===== config.mk =====
export PLATFORM = sky130hd
export DESIGN_NAME = pattern_scan_arbiter_flat
export DESIGN_NICKNAME = d
export VERILOG_FILES = /design/src/rtl/pattern_scan_arbiter_if.sv /design/src/rtl/pattern_scan_arbiter.sv /design/src/flat_wrapper.sv
export SDC_FILE = /design/constraint.sdc
export NUM_CORES = 1
export LEC_CHECK = 0
export CORE_ASPECT_RATIO = 1.4
export CORE_MARGIN = 2
export CORE_UTILIZATION = 45
export CTS_CLUSTER_DIAMETER = 60
export DETAILED_ROUTE_END_ITERATION = 10
export GPL_TIMING_DRIVEN = 0
export PLACE_DENSITY = 0.73
export SLEW_MARGIN = 20
export SYNTH_ARGS = -nofsm -noshare
export SYNTH_HDL_FRONTEND = slang
export SYNTH_SLANG_ARGS = --single-unit

===== constraint.sdc =====
create_clock -name clk -period 2.85 [get_ports clk]
set_input_delay 0.7125 -clock clk [delete_from_list [all_inputs] [get_ports clk]]
set_output_delay 0.7125 -clock clk [all_outputs]
set_load 0.02 [all_outputs]

===== src/rtl/pattern_scan_arbiter_if.sv =====
// pattern_scan_arbiter_if: per-requester request/bit-stream lanes and the one-hot grant back
interface pattern_scan_arbiter_if #(parameter int N = 4);
  logic [N-1:0] req, bit_in, bit_valid, bit_last, gnt;
  modport master (output req, bit_in, bit_valid, bit_last, input gnt);
  modport slave (input req, bit_in, bit_valid, bit_last, output gnt);
endinterface


===== src/rtl/pattern_scan_arbiter.sv =====
// pattern_scan_arbiter: round-robin shared serial pattern detector reporting found/position/timeout
module pattern_scan_arbiter #(
  parameter int N = 4,
  parameter int W = 4,
  parameter int CW = 8,
  parameter int TMO = 16
) (
  input  logic clk,
  input  logic reset,
  pattern_scan_arbiter_if.slave bus,
  input  logic [W-1:0] pattern,
  output logic busy,
  output logic done,
  output logic found,
  output logic timeout,
  output logic [CW-1:0] match_pos
);
  localparam int IW = N > 1 ? $clog2(N) : 1;
  localparam int TW = $clog2(TMO + 1);
  localparam logic [CW:0] WL = (CW+1)'(W);
  typedef enum logic [1:0] {IDLE, SCAN, REPORT} state_t;
  state_t state, state_n;
  logic [N-1:0] gnt_n;
  logic [IW-1:0] owner, owner_n, last_w, last_n, pick;
  logic [W-1:0] pat, pat_n, sr, sr_n, sr_shift;
  logic [CW-1:0] cnt, cnt_n, pos_n;
  logic [TW-1:0] tmr, tmr_n;
  logic found_n, timeout_n, pick_ok, hit;
  assign busy = state != IDLE;
  assign done = state == REPORT;
  assign sr_shift = {sr[W-2:0], bus.bit_in[owner]};
  assign hit = ({1'b0, cnt} + 1'b1 >= WL) && sr_shift == pat;
  // scan downward so the nearest requester after last_w wins
  always_comb begin
    pick = last_w;
    pick_ok = 1'b0;
    for (int i = N; i >= 1; i--) begin
      if (bus.req[IW'((int'(last_w) + i) % N)]) begin
        pick = IW'((int'(last_w) + i) % N);
        pick_ok = 1'b1;
      end
    end
  end
  always_comb begin
    state_n = state;
    gnt_n = bus.gnt;
    owner_n = owner;
    last_n = last_w;
    pat_n = pat;
    sr_n = sr;
    cnt_n = cnt;
    tmr_n = tmr;
    found_n = found;
    timeout_n = timeout;
    pos_n = match_pos;
    case (state)
      IDLE: if (pick_ok) begin
        state_n = SCAN;
        gnt_n = N'(1) << pick;
        owner_n = pick;
        last_n = pick;
        pat_n = pattern;
        sr_n = '0;
        cnt_n = '0;
        tmr_n = '0;
        found_n = 1'b0;
        timeout_n = 1'b0;
        pos_n = '0;
      end
      SCAN: if (!bus.req[owner]) begin
        state_n = IDLE;
        gnt_n = '0;
      end else if (bus.bit_valid[owner]) begin
        sr_n = sr_shift;
        cnt_n = &cnt ? cnt : cnt + 1'b1;
        tmr_n = '0;
        if (hit) begin
          found_n = 1'b1;
          pos_n = cnt;
          state_n = REPORT;
        end else if (bus.bit_last[owner]) state_n = REPORT;
      end else begin
        tmr_n = tmr + 1'b1;
        if (tmr_n == TW'(TMO)) begin
          timeout_n = 1'b1;
          state_n = REPORT;
        end
      end
      default: begin
        state_n = IDLE;
        gnt_n = '0;
      end
    endcase
  end
  always_ff @(posedge clk or negedge reset) begin
    if (!reset) begin
      state <= IDLE;
      bus.gnt <= '0;
      owner <= '0;
      last_w <= IW'(N - 1);
      pat <= '0;
      sr <= '0;
      cnt <= '0;
      tmr <= '0;
      found <= 1'b0;
      timeout <= 1'b0;
      match_pos <= '0;
    end else begin
      state <= state_n;
      bus.gnt <= gnt_n;
      owner <= owner_n;
      last_w <= last_n;
      pat <= pat_n;
      sr <= sr_n;
      cnt <= cnt_n;
      tmr <= tmr_n;
      found <= found_n;
      timeout <= timeout_n;
      match_pos <= pos_n;
    end
  end
endmodule


===== src/flat_wrapper.sv =====
// flat-port wrapper written by rule: the top's interface ports become plain ports
module pattern_scan_arbiter_flat 
#(
  parameter int N = 4,
  parameter int W = 4,
  parameter int CW = 8,
  parameter int TMO = 16
)
  (clk, reset, pattern, busy, done, found, timeout, match_pos, bus_req, bus_bit_in, bus_bit_valid, bus_bit_last, bus_gnt);
  pattern_scan_arbiter_if #(.N(N)) bus_i ();
  input  logic clk;
  input  logic reset;
  input  logic [W-1:0] pattern;
  output logic busy;
  output logic done;
  output logic found;
  output logic timeout;
  output logic [CW-1:0] match_pos;
  input wire logic [$bits(bus_i.req)-1:0] bus_req;
  input wire logic [$bits(bus_i.bit_in)-1:0] bus_bit_in;
  input wire logic [$bits(bus_i.bit_valid)-1:0] bus_bit_valid;
  input wire logic [$bits(bus_i.bit_last)-1:0] bus_bit_last;
  output wire logic [$bits(bus_i.gnt)-1:0] bus_gnt;
  assign bus_i.req = bus_req;
  assign bus_i.bit_in = bus_bit_in;
  assign bus_i.bit_valid = bus_bit_valid;
  assign bus_i.bit_last = bus_bit_last;
  assign bus_gnt = bus_i.gnt;
  pattern_scan_arbiter #(.N(N), .W(W), .CW(CW), .TMO(TMO)) u_core (.clk(clk), .reset(reset), .bus(bus_i), .pattern(pattern), .busy(busy), .done(done), .found(found), .timeout(timeout), .match_pos(match_pos));
endmodule

==> run metrics, run 1 <==
number of pins with negative max-slew slack in the final report 0; Buf/Inv on CP 3; number of warnings printed during yosys synthesis 0; number of levels the H-tree was split into 2; core area 4540 um2; weighted congestion at the end of routability-driven global placement 0.822; worst IR drop on VDD 0.000521 V; area share of the largest cell type after synthesis 44.7%; Layout Area Growth over Synthesis 26.3%; cell with the biggest individual delay on the critical path or4_1; area enclosed by the die boundary 5300 um2; Via-to-Cell Ratio 5.56; sequential-to-total area share from yosys stat 47.2%; final setup violation count 0; data required time of the critical path 3060 ps; Antenna Nets Post-Route 0; Die Span Y 85.3 um; top cells by area in the synthesized netlist dfrtp_1 (45%), nand2_1 (6.7%), o21ai_0 (3.8%); number of clock sinks 40; CP Class in -> reg; most frequent cells in the layout nand2_1 (38), dfrtp_1 (38), clkdlybuf4s50_1 (36), nor2_1 (17), o21ai_0 (16); residual DRC count 0; Synth Flop Type dfrtp_1; Power Density 826 nW/um2; Finished Cell Area 2680 um2; number of buffers created by CTS 5; Hold Violations, Final 0; worst-case clock skew 10.2 ps; nets in the synthesized netlist 245; total of hold buffers inserted after clock tree synthesis 0; number of synthesized register bits 40; Largest stage delay, worst path 530 ps; critical path depth in cells 7; standby leakage power 1.18 nW; worst min path class in -> async; post-route worst setup slack 154 ps; post-synthesis cell area 2130 um2; Min Hold Slack 359 ps; CTS-repair resized insts 0; gate count after technology mapping 221; length of the first detailed-routing pass in iterations 4; source of the critical timing path bus_req[2]; first-pass GRT wire length 8430 um; remaining global-route overflow 0; WL/cell 14.6 um; outcome completed; EDFF count, synth 0; top-level port count 38; worst-case reg-to-reg path depth 7; cell area after placement 2600 um2; period utilization 94.6%; Port Buf Inserts 37; Antenna Cells 0; reg-to-reg startpoint u_core.cnt[0]$_DFFE_PN0P_; highest fanout seen on the critical path 10; unrepaired setup endpoints after global routing no; mean instance size in the synthesized netlist 9.62 um2; HPWL reported at the end of detailed placement 3560 um; relative slew slack 55.2%; number of nets in the final layout 290; library cell occupying the most area in the post-synthesis netlist dfrtp_1; largest delay contributor family on the critical path buffers and inverters; wire length after detailed routing 4790 um; worst slew pin tran 665 ps; root buffer selected by CTS clkbuf_8; worst setup path end u_core.found$_DFFE_PN0P_; Max-Cap Viols 0; Worst-path clk slew 90 ps; worst r2r dst u_core.state[0]$_DFFE_PN0P_; setup slack after placement -136 ps; clock tree from TritonCTS done; type of origin of the critical path primary input; Clk Latency, worst-skew pair 300 ps; number of post-CTS setup repair buffers 0; R2R Setup Slk 620 ps; Arr. time, crit path 2910 ps; # rows 29; Distinct cells, synth 47; die width 62.1 um; crit path cell chain clkdlybuf4s50_1 -> or4_1 -> clkbuf_1 -> nand2_1 -> clkbuf_1 -> nand2_1 -> o21bai_1; post-route minimum period 2700 ps; Overall Global Routing Usage 21.0%; achievable frequency 0.371 GHz; iteration-0 DRC count of the detailed router 75; via count of the first global-routing pass 1833; final core utilization 59.2%; share of cells above drive strength 1 8.99%; fraction of synthesis flops using an asynchronous set or reset pin 100%; pin count of the biggest net entering global routing 23; type of destination of the critical path register; initial antenna violation count 0; total vias in the final route 1829; sum of internal, switching and leakage power 0.00222 W; largest buffer count on any clock path 2; Initial Utilization 46.9%
-- worst reg2reg max path: cells and delay by family (launching register included) --
| kind | cells | cell delay [ps] |
|---|---|---|
| AO/OA/AOI/OAI | 3 | 860 |
| adder cells (fa/ha/maj) | 1 | 280 |
| buffers and inverters | 1 | 170 |
| flip-flops | 1 | 440 |
| AND/OR/NAND/NOR | 2 | 360 |
-- power by group --
group | switching, W | internal (W) | leakage [nW] | total, W
registers | 0.000112 | 0.000710 | 0.533 | 0.000821
clock network | 0.000212 | 0.000171 | 0.0479 | 0.000382
logic | 0.000585 | 0.000428 | 0.602 | 0.00101
total | 0.000908 | 0.00131 | 1.18 | 0.00222
-- stage by stage --
stage          setup TNS, ps  std cells
2_1_floorplan              0        221
5_1_grt                    0        329
3_5_place_dp            -335        321
3_3_place_gp            -493        320
4_1_cts                    0        329
6_report                   0        329
-- cells in the mapped netlist, drive strengths merged (2+ instances only) --
cell,count
mux2i,2
and4,3
nor2b,5
ha,2
inv,3
nor3,4
mux2,2
nand2,38
o21ai,18
buf,3
mux4,3
nor2,17
nand3,7
a21o,2
nand2b,4
a31oi,3
and2,3
a21oi,12
clkbuf,7
xnor2,3
o2bb2ai,7
o21a,2
nor3b,2
o21bai,2
and3,4
dfrtp,38
a22o,7
xor2,2
a32o,2
dfstp,2
-- worst min path at each step --
| stage | start | end | slack [ps] | cells past startpoint |
|---|---|---|---|---|
| floorplan | reset | u_core.bus.gnt[0]$_DFFE_PN0P_ | 420 | 0 |
| global placement | u_core.bus.gnt[0]$_DFFE_PN0P_ | u_core.bus.gnt[0]$_DFFE_PN0P_ | 470 | 1 |
| detailed placement | u_core.bus.gnt[0]$_DFFE_PN0P_ | u_core.bus.gnt[0]$_DFFE_PN0P_ | 480 | 1 |
| CTS | reset | u_core.bus.gnt[2]$_DFFE_PN0P_ | 380 | 1 |
| global route | reset | u_core.bus.gnt[2]$_DFFE_PN0P_ | 390 | 1 |
| finish | reset | u_core.cnt[7]$_DFFE_PN0P_ | 360 | 1 |
-- cells by family after synthesis --
group           share of synthesized area [%]
compound gates                           20.5
xor+xnor                                 2.06
fa+ha+maj                                1.18
buf+inv                                  3.06
flops                                    47.2
mux                                      5.18
simple gates                             20.8
-- state kept, by name (all words and copies together) (netlist names) --
| name | count |
|---|---|
| u_core.cnt | 8 |
| u_core.match_pos | 8 |
| u_core.tmr | 5 |
| u_core.bus.gnt | 4 |
| u_core.pat | 4 |
| u_core.sr | 3 |
| u_core.last_w | 2 |
| u_core.owner | 2 |
| u_core.state | 2 |
| u_core.found | 1 |
| u_core.timeout | 1 |
-- layout make-up --
| cell class | count | area, um2 |
|---|---|---|
| clock inverters | 3 | 18.8 |
| well taps | 62 | 77.6 |
| flip-flops and latches | 40 | 1000 |
| multi-input cells | 168 | 1060 |
| plain buffers | 10 | 53.8 |
| repair buffers | 38 | 393 |
| fillers | 406 | 1850 |
| inverters | 3 | 11.3 |
| clock buffers | 5 | 68.8 |
-- layer usage --
metal	part of all wire, %	global-route usage (%)	vias up
li1	-	-	897
met1	45	27.6	888
met2	50	34.2	36
met3	3.0	3.35	8
met4	1.9	6.96	0
met5	0	0	-
No activity file was read; power rests on OpenSTA's default activity.
==> run 2: changes to the inputs <==
- CTS_CLUSTER_DIAMETER: 60 -> 100
- clock period: 2.85 -> 2.7 ns (I/O delays scaled with it)
==> run 2 against run 1 <==
  * First-iteration DRC count down 1.3%
  * Register-to-register slack lost 160 ps
  * Worst setup slack better by 48 ps
  * Highest routed layer unchanged
  * Global-route usage did not move
  * Sequential cell count is the same
  * Combinational power rose by 6%
  * Die area did not move
  * Critical endpoint unchanged
  * Sequential power increased by 5.6%
  * Final cell count unchanged
==> run metrics, run 2 (synthesis gave the netlist of run 1 again) <==
period utilization 92.5%; GR met2 Demand/Resource 34.2% (unchanged); number of pins with negative max-slew slack in the final report 0 (unchanged); first-pass GRT wire length 8430 um (unchanged); sw power 0.000958 W (+5.5%); area enclosed by the die boundary 5300 um2 (unchanged); Hold Violations, Final 0 (unchanged); worst slew pin tran 665 ps (+0.539 ps); via count of the first global-routing pass 1833 (unchanged); type of origin of the critical path primary input; type of destination of the critical path register; fraction of power spent switching nets 40.9% (-0.059 points); total vias in the final route 1819 (-0.55%); Layout Area Growth over Synthesis 26.3% (about the same); standby leakage power 1.19 nW (+0.24%); WL/cell 14.6 um (about the same); Antenna Cells 0 (unchanged); number of buffers created by CTS 5 (unchanged); most frequent cells in the layout nand2_1 (38), dfrtp_1 (38), clkdlybuf4s50_1 (36), nor2_1 (17), o21ai_0 (16); worst min path class in -> async; number of clock sinks 40 (unchanged); root buffer selected by CTS clkbuf_8; Clk pwr share 17.3% (about the same); worst IR drop on VDD 0.000549 V (+5.5%); top-level port count 38 (unchanged); Antenna Nets Post-Route 0 (unchanged); die width 62.1 um (unchanged); sequential share of power 37.0% (about the same); Worst-path clk slew 90 ps (about the same); outcome completed; final total negative setup slack 0 ps (unchanged); Max-Cap Viols 0 (unchanged); unrepaired setup endpoints after global routing no; Internal 0.00138 W (+5.7%); cell area after placement 2600 um2 (unchanged); number of levels the H-tree was split into 2 (unchanged); Via-to-Cell Ratio 5.53 (-0.55%); # rows 29 (unchanged); Arr. time, crit path 2710 ps (-200 ps); share of cells above drive strength 1 9.36% (+0.37 points); data required time of the critical path 2920 ps (-140 ps); number of nets in the final layout 290 (unchanged); highest fanout seen on the critical path 10 (unchanged); Initial Utilization 46.9% (unchanged); worst-case clock skew 10.4 ps (+0.213 ps); total of fill cells in the finished design 407 (+0.25%); combined flip-flop and latch cell area 1000 um2 (unchanged); post-route minimum period 2500 ps; Multi-input gate area 1060 um2 (unchanged); wire length after detailed routing 4790 um (about the same); initial antenna violation count 0 (unchanged); Overall Global Routing Usage 21.0% (unchanged); core area 4540 um2 (unchanged); largest buffer count on any clock path 2 (unchanged); achievable frequency 0.400 GHz; length of the first detailed-routing pass in iterations 4 (unchanged); relative slew slack 55.2% (about the same); HPWL reported at the end of detailed placement 3560 um (unchanged); GRT met3 Usage 3.35% (unchanged); weighted congestion at the end of routability-driven global placement 0.822 (unchanged); residual DRC count 0 (unchanged); CP Class in -> reg; Clk Latency, worst-skew pair 300 ps (about the same); pin count of the biggest net entering global routing 23 (unchanged); relative contribution of combinational cells to total power 45.7% (about the same); most used routing layer in global routing met2; Port Buf Inserts 37 (unchanged); final setup violation count 0 (unchanged); biggest regs u_core.cnt x8, u_core.match_pos x8, u_core.tmr x5; Finished Cell Area 2690 um2 (about the same); number of post-CTS setup repair buffers 0 (unchanged); Die Span Y 85.3 um (unchanged); Power Density 872 nW/um2 (+5.6%); clock tree from TritonCTS done; global-route met1 utilization 27.6% (unchanged); remaining global-route overflow 0 (unchanged); iteration-0 DRC count of the detailed router 74 (-1.3%)
==> run 2: cell types whose count changed in the layout (fill, tap and decap cells not counted) <==
cell | previous run | this run
clkbuf_2 | 0 | 1
clkbuf_1 | 7 | 6
==> run 2: metal layers <==
layer / vias to the layer above / share of wire, % / wire length, um
met3: 8 / 2.9 / 138
met4: 0 / 1.9 / 92
met1: 883 / 45 / 2150
met2: 33 / 50 / 2410
met5: - / 0 / 0
li1: 895 / - / -
==> run 2: power by group through the flow <==
stage / Sequential [W] / Clock [W] / Combinational [W]
after global placement: 0.000875 / 0 / 0.00104
after global routing: 0.000892 / 0.000435 / 0.00119
after floorplan: 0.000883 / 0 / 0.000725
after CTS: 0.000867 / 0.000410 / 0.00107
after detailed placement: 0.000877 / 0 / 0.00107
final: 0.000867 / 0.000404 / 0.00107
==> run 2: through the flow <==
stage / power, W / instances / hold WS [ps] / util [%] / setup WS (ps)
global placement: 0.00191 / 320 / 469 / 56.7 / -225
global route: 0.00252 / 329 / 350 / 59.2 / 116
floorplan: 0.00161 / 221 / 379 / - / 600
CTS: 0.00235 / 329 / 340 / 59.2 / 48.7
detailed placement: 0.00194 / 321 / 476 / 57.2 / -249
finish: 0.00234 / 329 / 320 / 59.2 / 202
==> run 2: critical path, cell delays in order <==
cell and delay (ps):
clkdlybuf4s50_1 470, or4_1 530, clkbuf_1 160, nand2_1 320, clkbuf_2 300, nand2_1 90
o21bai_1 150
==> run 2: layout make-up <==
class | instances | area share, %
Clock buffer | 5 | 2.56
Clock inverter | 3 | 0.699
Sequential cell | 40 | 37.4
Inverter | 3 | 0.419
Buffer | 10 | 2.05
Tap cell | 62 | 2.89
Timing Repair Buffer | 38 | 14.6
Multi-Input combinational cell | 168 | 39.4
==> run 2: path summary, 6_finish.rpt <==
kind,from,end,slack [ps],depth (start not counted)
setup reg to reg,u_core.cnt[0]$_DFFE_PN0P_,u_core.state[0]$_DFFE_PN0P_,460,7
setup / recovery,bus_req[2],u_core.found$_DFFE_PN0P_,200,7
hold / removal,reset,u_core.cnt[7]$_DFFE_PN0P_,320,1
max in group asynchronous,reset,u_core.last_w[1]$_DFFE_PN1P_,1830,2
hold reg to reg,u_core.bus.gnt[0]$_DFFE_PN0P_,u_core.bus.gnt[0]$_DFFE_PN0P_,490,1
min in group clk,u_core.bus.gnt[0]$_DFFE_PN0P_,u_core.bus.gnt[0]$_DFFE_PN0P_,490,1
==> run 2: repair_timing <==
item | CTS | global route
resized for setup | 0 | 2
hold buffers | 0 | 0
endpoints found under the setup margin | 0 | 3
hold endpoints to repair | 0 | 0
==> run 3: changes to the inputs <==
- TNS_END_PERCENT: unset -> 10
==> results of run 3 <==
Final layout, timing and power as in run 2 (identical DEF).
